==> src/rtl/alu_result_stage.sv <==
// -----------------------------------------------------------------------------
// alu_result_stage
//
// Registered output stage placed directly after the ALU result select mux.
// It captures the selected result together with its op select and the
// carry/overflow side-bands. Zero and negative flags are derived when an entry
// is loaded, not at the output. The result is presented downstream through a
// valid/ready handshake. A 2-entry skid buffer (main + skid) lets in_ready be a
// pure register output without adding a bubble when streaming. The stage also
// counts completed output transfers.
//
// Ports:
//   clk           clock, rising edge
//   rstb          asynchronous active-low reset
//   in_valid      upstream result valid
//   in_ready      stage can accept a result this cycle (registered)
//   in_result     selected ALU result (WIDTH bits)
//   in_sel        op select that produced in_result
//   in_carry      carry-out side-band
//   in_overflow   signed-overflow side-band
//   out_valid     registered result available
//   out_ready     consumer accepts result
//   out_result    registered result
//   out_sel       registered op select
//   out_zero      1 when out_result == 0
//   out_negative  out_result[WIDTH-1]
//   out_carry     registered carry
//   out_overflow  registered overflow
//   xfer_count    completed output transfers, wraps modulo 2^COUNT_WIDTH
// -----------------------------------------------------------------------------
module alu_result_stage #(
    parameter int unsigned WIDTH       = 32,
    parameter int unsigned COUNT_WIDTH = 16
) (
    input  logic                   clk,
    input  logic                   rstb,
    input  logic                   in_valid,
    output logic                   in_ready,
    input  logic [WIDTH-1:0]       in_result,
    input  logic [2:0]             in_sel,
    input  logic                   in_carry,
    input  logic                   in_overflow,
    output logic                   out_valid,
    input  logic                   out_ready,
    output logic [WIDTH-1:0]       out_result,
    output logic [2:0]             out_sel,
    output logic                   out_zero,
    output logic                   out_negative,
    output logic                   out_carry,
    output logic                   out_overflow,
    output logic [COUNT_WIDTH-1:0] xfer_count
);

    typedef enum logic [1:0] {
        EMPTY = 2'd0,
        ONE   = 2'd1,
        FULL  = 2'd2
    } state_t;

    typedef struct packed {
        logic [WIDTH-1:0] result;
        logic [2:0]       sel;
        logic             zero;
        logic             negative;
        logic             carry;
        logic             overflow;
    } entry_t;

    state_t                 state;
    entry_t                 main_q;
    entry_t                 skid_q;
    entry_t                 in_entry;
    logic                   in_ready_q;
    logic                   out_valid_q;
    logic [COUNT_WIDTH-1:0] count_q;
    logic                   push;
    logic                   pop;

    // Flags are derived from the incoming result so the output side only
    // ever sees registered values.
    always_comb begin
        in_entry          = '0;
        in_entry.result   = in_result;
        in_entry.sel      = in_sel;
        in_entry.zero     = (in_result == '0);
        in_entry.negative = in_result[WIDTH-1];
        in_entry.carry    = in_carry;
        in_entry.overflow = in_overflow;
    end

    always_comb begin
        push = in_valid & in_ready_q;
        pop  = out_valid_q & out_ready;
    end

    always_ff @(posedge clk or negedge rstb) begin
        if (!rstb) begin
            state       <= EMPTY;
            main_q      <= '0;
            skid_q      <= '0;
            in_ready_q  <= 1'b1;
            out_valid_q <= 1'b0;
            count_q     <= '0;
        end else begin
            case (state)
                EMPTY: begin
                    if (push) begin
                        main_q      <= in_entry;
                        state       <= ONE;
                        out_valid_q <= 1'b1;
                        in_ready_q  <= 1'b1;
                    end
                end
                ONE: begin
                    if (push && !pop) begin
                        skid_q      <= in_entry;
                        state       <= FULL;
                        in_ready_q  <= 1'b0;
                    end else if (pop && !push) begin
                        state       <= EMPTY;
                        out_valid_q <= 1'b0;
                        in_ready_q  <= 1'b1;
                    end else if (push && pop) begin
                        // Streaming: replace the departing entry in place.
                        main_q      <= in_entry;
                    end
                end
                FULL: begin
                    // in_ready is low here, so no push can arrive.
                    if (pop) begin
                        main_q      <= skid_q;
                        state       <= ONE;
                        in_ready_q  <= 1'b1;
                    end
                end
                default: begin
                    state       <= EMPTY;
                    out_valid_q <= 1'b0;
                    in_ready_q  <= 1'b1;
                end
            endcase

            if (pop) begin
                count_q <= count_q + COUNT_WIDTH'(1);
            end
        end
    end

    assign in_ready     = in_ready_q;
    assign out_valid    = out_valid_q;
    assign out_result   = main_q.result;
    assign out_sel      = main_q.sel;
    assign out_zero     = main_q.zero;
    assign out_negative = main_q.negative;
    assign out_carry    = main_q.carry;
    assign out_overflow = main_q.overflow;
    assign xfer_count   = count_q;

endmodule

==> config.mk <==
export PLATFORM = sky130hd
export DESIGN_NAME = alu_result_stage
export DESIGN_NICKNAME = d
export VERILOG_FILES = /design/src/rtl/alu_result_stage.sv
export SDC_FILE = /design/constraint.sdc
export NUM_CORES = 1
export LEC_CHECK = 0
export CAP_MARGIN = 20
export CORE_AREA = 8 8 128 130
export CTS_BUF_LIST = sky130_fd_sc_hd__clkbuf_8 sky130_fd_sc_hd__clkbuf_16
export DETAILED_ROUTE_END_ITERATION = 10
export DIE_AREA = 0 0 136 138
export DONT_BUFFER_PORTS = 1
export GPL_TIMING_DRIVEN = 0
export MAX_ROUTING_LAYER = met4
export PLACE_DENSITY = 0.4
export SLEW_MARGIN = 20
export SYNTH_ARGS = -nofsm -noshare
export SYNTH_HDL_FRONTEND = slang
export SYNTH_SLANG_ARGS = --single-unit
==> constraint.sdc <==
create_clock -name clk -period 2.6 [get_ports clk]
set_input_delay 0.52 -clock clk [delete_from_list [all_inputs] [get_ports clk]]
set_output_delay 0.52 -clock clk [all_outputs]
set_load 0.1 [all_outputs]
Yosys cells after proc, flatten, opt, wreduce, memory -nomap -nowiden:

Index checks and enable logic that the tools add are counted.

* reduce and logical (&&, ||, !) cells: 12
* eq/ne operators: 9
* bitwise gates (word level): 3
* $add $sub $neg: 1
* mux-type cells: 19

Operators by type and width (number)
* two-way mux 39 bit: 5
* one-hot mux 39 bit (3 select lines): 1
* logical NOT 32 bit: 1
* adder 16 x 1 -> 16 bit, second input constant: 1
* inequality test 2 bit, second input constant: 6
* two-way mux 2 bit: 4
* two-way mux 1 bit: 6
* one-hot mux 1 bit (3 select lines): 2
* one-hot mux 2 bit (3 select lines): 1
* AND reduction 6 bit: 1
* AND reduction 4 bit: 1
* logical AND 1 bit: 3
* inequality test 3 bit, second input constant: 1
* AND reduction 3 bit: 1
* nonzero test 3 bit: 1
* AND 1 bit: 2
* equality test 2 x 1 -> 1 bit, second input constant: 1
* equality test 2 bit, second input constant: 1
* logical NOT 1 bit: 2
* logical NOT 2 bit: 1
* AND reduction 2 bit: 1
* inverter 1 bit: 1

* logic and storage cells: 60
* bits of input ports: 41
* output and inout port bits: 57
* flip-flop bits (word level): 98

Longest topological paths before layout:

* word-level depth: 6
* mapped depth: 9
* mapped depth without buffers: 7

Worst setup path after synthesis:

No wires, ideal clock.

* path kind: register -> register
* from: register out_valid_q, in the netlist out_valid
* to: register main_q (netlist bit out_carry)
* path buffers: 2
* library setup time: 0.133 ns
* path slack: -0.025 ns
* data arrival time: 2.492 ns
* cell stages (with the launch flop): 10
* path through: dfrtp_1 -> nand2_1 -> inv_1 -> ha_1 -> nor3b_1 -> a211oi_4 -> buf_6 -> buf_6 -> nand2_1 -> o21ai_0

* longest elaborated chain between the ends: 5
* elaborated cells between the ends (all ways): 10

RTL lines
* start: declaration: RTL line 74 `logic out_valid_q;`
* start signal: assignment: RTL line 102 `out_valid_q <= 1'b0;`
* start signal: assignment: RTL line 110 `out_valid_q <= 1'b1;`
* start signal: assignment: RTL line 121 `out_valid_q <= 1'b0;`
* AND 1 bit (*): RTL line 93 `pop = out_valid_q & out_ready;`
* net pop: RTL line 77 `logic pop;`
* logical NOT 1 bit: RTL line 115 `if (push && !pop) begin`
* logical AND 1 bit: RTL line 115
* inequality test 2 bit (no line)
* AND reduction 6 bit (no line) (*)
* end signal: assignment: RTL line 108 `main_q <= in_entry;`
* end signal: assignment: RTL line 125 `main_q <= in_entry;`
* end signal: assignment: RTL line 131 `main_q <= skid_q;`
* end: declaration: RTL line 70 `entry_t main_q;`

The timed path passes the listed nets; every way through them passes the cells marked *.
A chain may end at the register's enable or synchronous reset.

Final worst setup path:

* from: register count_q[2], in the netlist xfer_count[2]
* to: register count_q[13], in the netlist xfer_count[13]

* longest elaborated chain between the ends: 1

RTL lines
* start: declaration: RTL line 75 `logic [COUNT_WIDTH-1:0] count_q;`
* start signal: assignment: RTL line 144 `count_q <= count_q + COUNT_WIDTH'(1);`
* adder 16 x 1 -> 16 bit: RTL line 144

Every way passes these cells.

==> impl_metrics.py <==
metrics = {
    "run_status": {
        "status": "finished with violations",
        "violations": "negative hold slack",
    },
    "detailed_routing": {
        "finalWirelength_um": 10800,
        "vias": 2623,
        "routedWlPerCell_um": 19.8,
        "viasPerCell": 4.82,
        "ant_nets": 0,
        "drtIter0Drc": 118,
        "route.detailed.drc": 0,
        "dr.pass1.iters": 4,
    },
    "grt": {
        "grt.total_usage": 0.124,
        "antenna_found_initial": 0,
        "grt_pass1_vias": 2862,
        "grt.overflow.total": 0,
        "grt_first_pass_wirelength_um": 17000,
        "grt_max_degree": 97,
    },
    "placed_design": {
        "post-place-cells": 528,
        "place.port_buffers": 0,
        "gp_congestion": 0.708,
        "dp_hpwl_um": 7530,
    },
    "clock_network": {
        "clk_path_buf_depth": 2,
        "insertion_delay_ps": 350,
        "post_cts.repair.setup_buffers": 0,
        "cts_buffers": 9,
        "cts.sinks": 96,
        "root_buffer": "clkbuf_16",
        "h-tree-depth": 3,
        "clk_pin_slew_worst_paths_ps": 70,
        "cts_tree": "done",
    },
    "yosys": {
        "ys.warnings.count": 0,
        "yosysUniqueCellTypes": 39,
        "async_flop_share": 1.00,
        "syn_area_mm2": 0.00422,
        "synth-seq-cells": 96,
        "syn-mean-instance-area_um2": 12.3,
        "syn-instance-count": 344,
        "ys_seq_area_frac": 0.570,
        "ys.flop_type": "dfrtp_1",
        "synth_edf_count": 0,
        "synth_fp_nets": 389,
    },
    "worst_setup_path": {
        "cp_max_fo": 6,
        "crit_path_end_kind": "flop",
        "ff2ff_setup_slack_ps": 180,
        "worstPathRequired_ps": 2800,
        "cp_slowest_cell": "dfrtp_1",
        "cpPeakStageDelay_ps": 1030,
        "reg2reg_to": "xfer_count[13]$_DFFE_PN0P_",
        "reg2reg_depth": 4,
        "timing.rr.start": "xfer_count[2]$_DFFE_PN0P_",
        "crit_type": "reg2reg",
        "arrival_ps": 2610,
        "cp-start-kind": "flop",
        "path_cells": "nand4_1, nor4_2, nand3_1, xnor2_1",
    },
    "sta": {
        "setup_viol": 0,
        "finalHoldViolations": 95,
        "rsz0062_at_grt": "false",
        "max_freq_ghz": 0.414,
        "slew_headroom": 0.303,
        "period_share": 0.929,
        "drv_slew": 0,
        "whs_ps": -136,
        "min_period_ps": 2420,
        "clock_skew_ps": 7.08,
        "tns_ps": 0,
        "worst_pin_slew_ps": 1050,
    },
    "hold_path": {
        "hp-class": "in2async",
    },
    "floorplanning": {
        "core_mm2": 0.0143,
        "die_w_um": 136,
        "fp.dieH_um": 138,
        "rows": 44,
        "die-area_mm2": 0.0188,
        "ios": 98,
        "start_util": 0.295,
    },
    "final_layout": {
        "diodes": 0,
        "fin_util": 0.333,
        "ff_latch_area_mm2": 0.00241,
        "num-fill-cells": 1457,
        "final_cell_count_no_fill": 544,
        "multi_input_area_mm2": 0.00168,
        "drive_gt1_frac": 0.219,
        "syn2layout_area_growth_pct": 12.9,
        "nNetsFinal": 400,
    },
    "run": {
        "maxCapViolations": 0,
    },
}
[state kept, by name, summed over array words and instances, names as in the netlist]
name and cells:
out_sel 3, skid_q 38, out_valid 1, out_overflow 1
xfer_count 16, in_ready 1, out_carry 1, out_zero 1
out_result 32, state 2
[synthesized netlist by cell type (2+ instances only)]
cell | number | area, um^2
dfrtp_1 | 95 | 2380
nand2_1 | 46 | 173
mux2_2 | 38 | 428
mux2i_1 | 37 | 370
o21ai_1 | 28 | 140
o21ai_0 | 10 | 50.1
nor4_1 | 9 | 56.3
xnor2_1 | 9 | 78.8
buf_2 | 7 | 35.0
buf_6 | 6 | 67.6
nand3_1 | 6 | 30.0
nand4_1 | 6 | 37.5
xor2_1 | 6 | 52.6
ha_1 | 4 | 50.1
a21oi_1 | 3 | 15.0
inv_1 | 3 | 11.3
nor2_1 | 3 | 11.3
o22ai_1 | 3 | 18.8
and3_1 | 2 | 12.5
clkbuf_2 | 2 | 10.0
nor3_1 | 2 | 10.0
o22a_1 | 2 | 17.5
[per-stage QoR]
stage | setup WS [ps] | cell area [um^2]
detailed placement | -104 | 4450
floorplan | 319 | 4220
global route | 5.12 | 4760
CTS | 70.9 | 4750
finish | 184 | 4760
global placement | -80.9 | 4450
[logic make-up after synthesis]
group,synth area share
simple gates,0.100
compound gates,0.0641
flops,0.570
buf+inv,0.0338
xor+xnor,0.0311
fa+ha+maj,0.0119
mux,0.189
[routing by layer]
layer | track usage | part of all wire | up-vias
li1 | - | - | 1242
met3 | 0.0591 | 0.11 | 14
met2 | 0.181 | 0.45 | 71
met1 | 0.141 | 0.42 | 1296
met5 | - | 0 | -
met4 | 0.0555 | 0.020 | 0
[worst max path at each step]
stage	startpoint	endpoint	slack (ps)	depth (start not counted)
3_5_place_dp	out_valid$_DFFE_PN0P_	out_result[3]$_DFFE_PN0P_	-100	7
4_1_cts	in_ready$_DFFE_PN1P_	out_result[6]$_DFFE_PN0P_	70	9
3_3_place_gp	out_valid$_DFFE_PN0P_	out_result[8]$_DFFE_PN0P_	-80	7
2_1_floorplan	out_valid$_DFFE_PN0P_	out_carry$_DFFE_PN0P_	320	9
5_1_grt	xfer_count[0]$_DFFE_PN0P_	xfer_count[12]$_DFFE_PN0P_	5	5
6_report	xfer_count[2]$_DFFE_PN0P_	xfer_count[13]$_DFFE_PN0P_	180	4
[cell usage in the layout, fill, tap and decap left out, drive strengths merged, types with 4 or more instances in the layout]
master  count
dfrtp      95
nand2      46
mux2       38
o21ai      38
mux2i      37
clkbuf     14
buf        14
nor4       10
xnor2       9
nand3       6
nand4       6
xor2        6
ha          4
inv         4
[worst max-delay path, delay by kind of cell, from the launching register on]
family	cells	cell delay, ps
xor gates and xnor gates	1	180
DFF	1	1030
and+or+nand+nor	3	1060
[cell type report]
cell class	instances	share of cell area
Buffer	18	0.0279
Sequential cell	96	0.506
Multi-Input combinational cell	227	0.352
Inverter	3	0.00236
Tap cell	184	0.0483
Clock inverter	6	0.0126
Clock buffer	10	0.0502
[timing repair]
item / 4_1_cts / 5_1_grt
resized for setup: 2 / 3
hold endpoints to repair: 95 / 95
endpoints found under the setup margin: 10 / 37
Power is not shown: default switching activity piles up to over one toggle a cycle in this logic, so the estimate is an artifact.
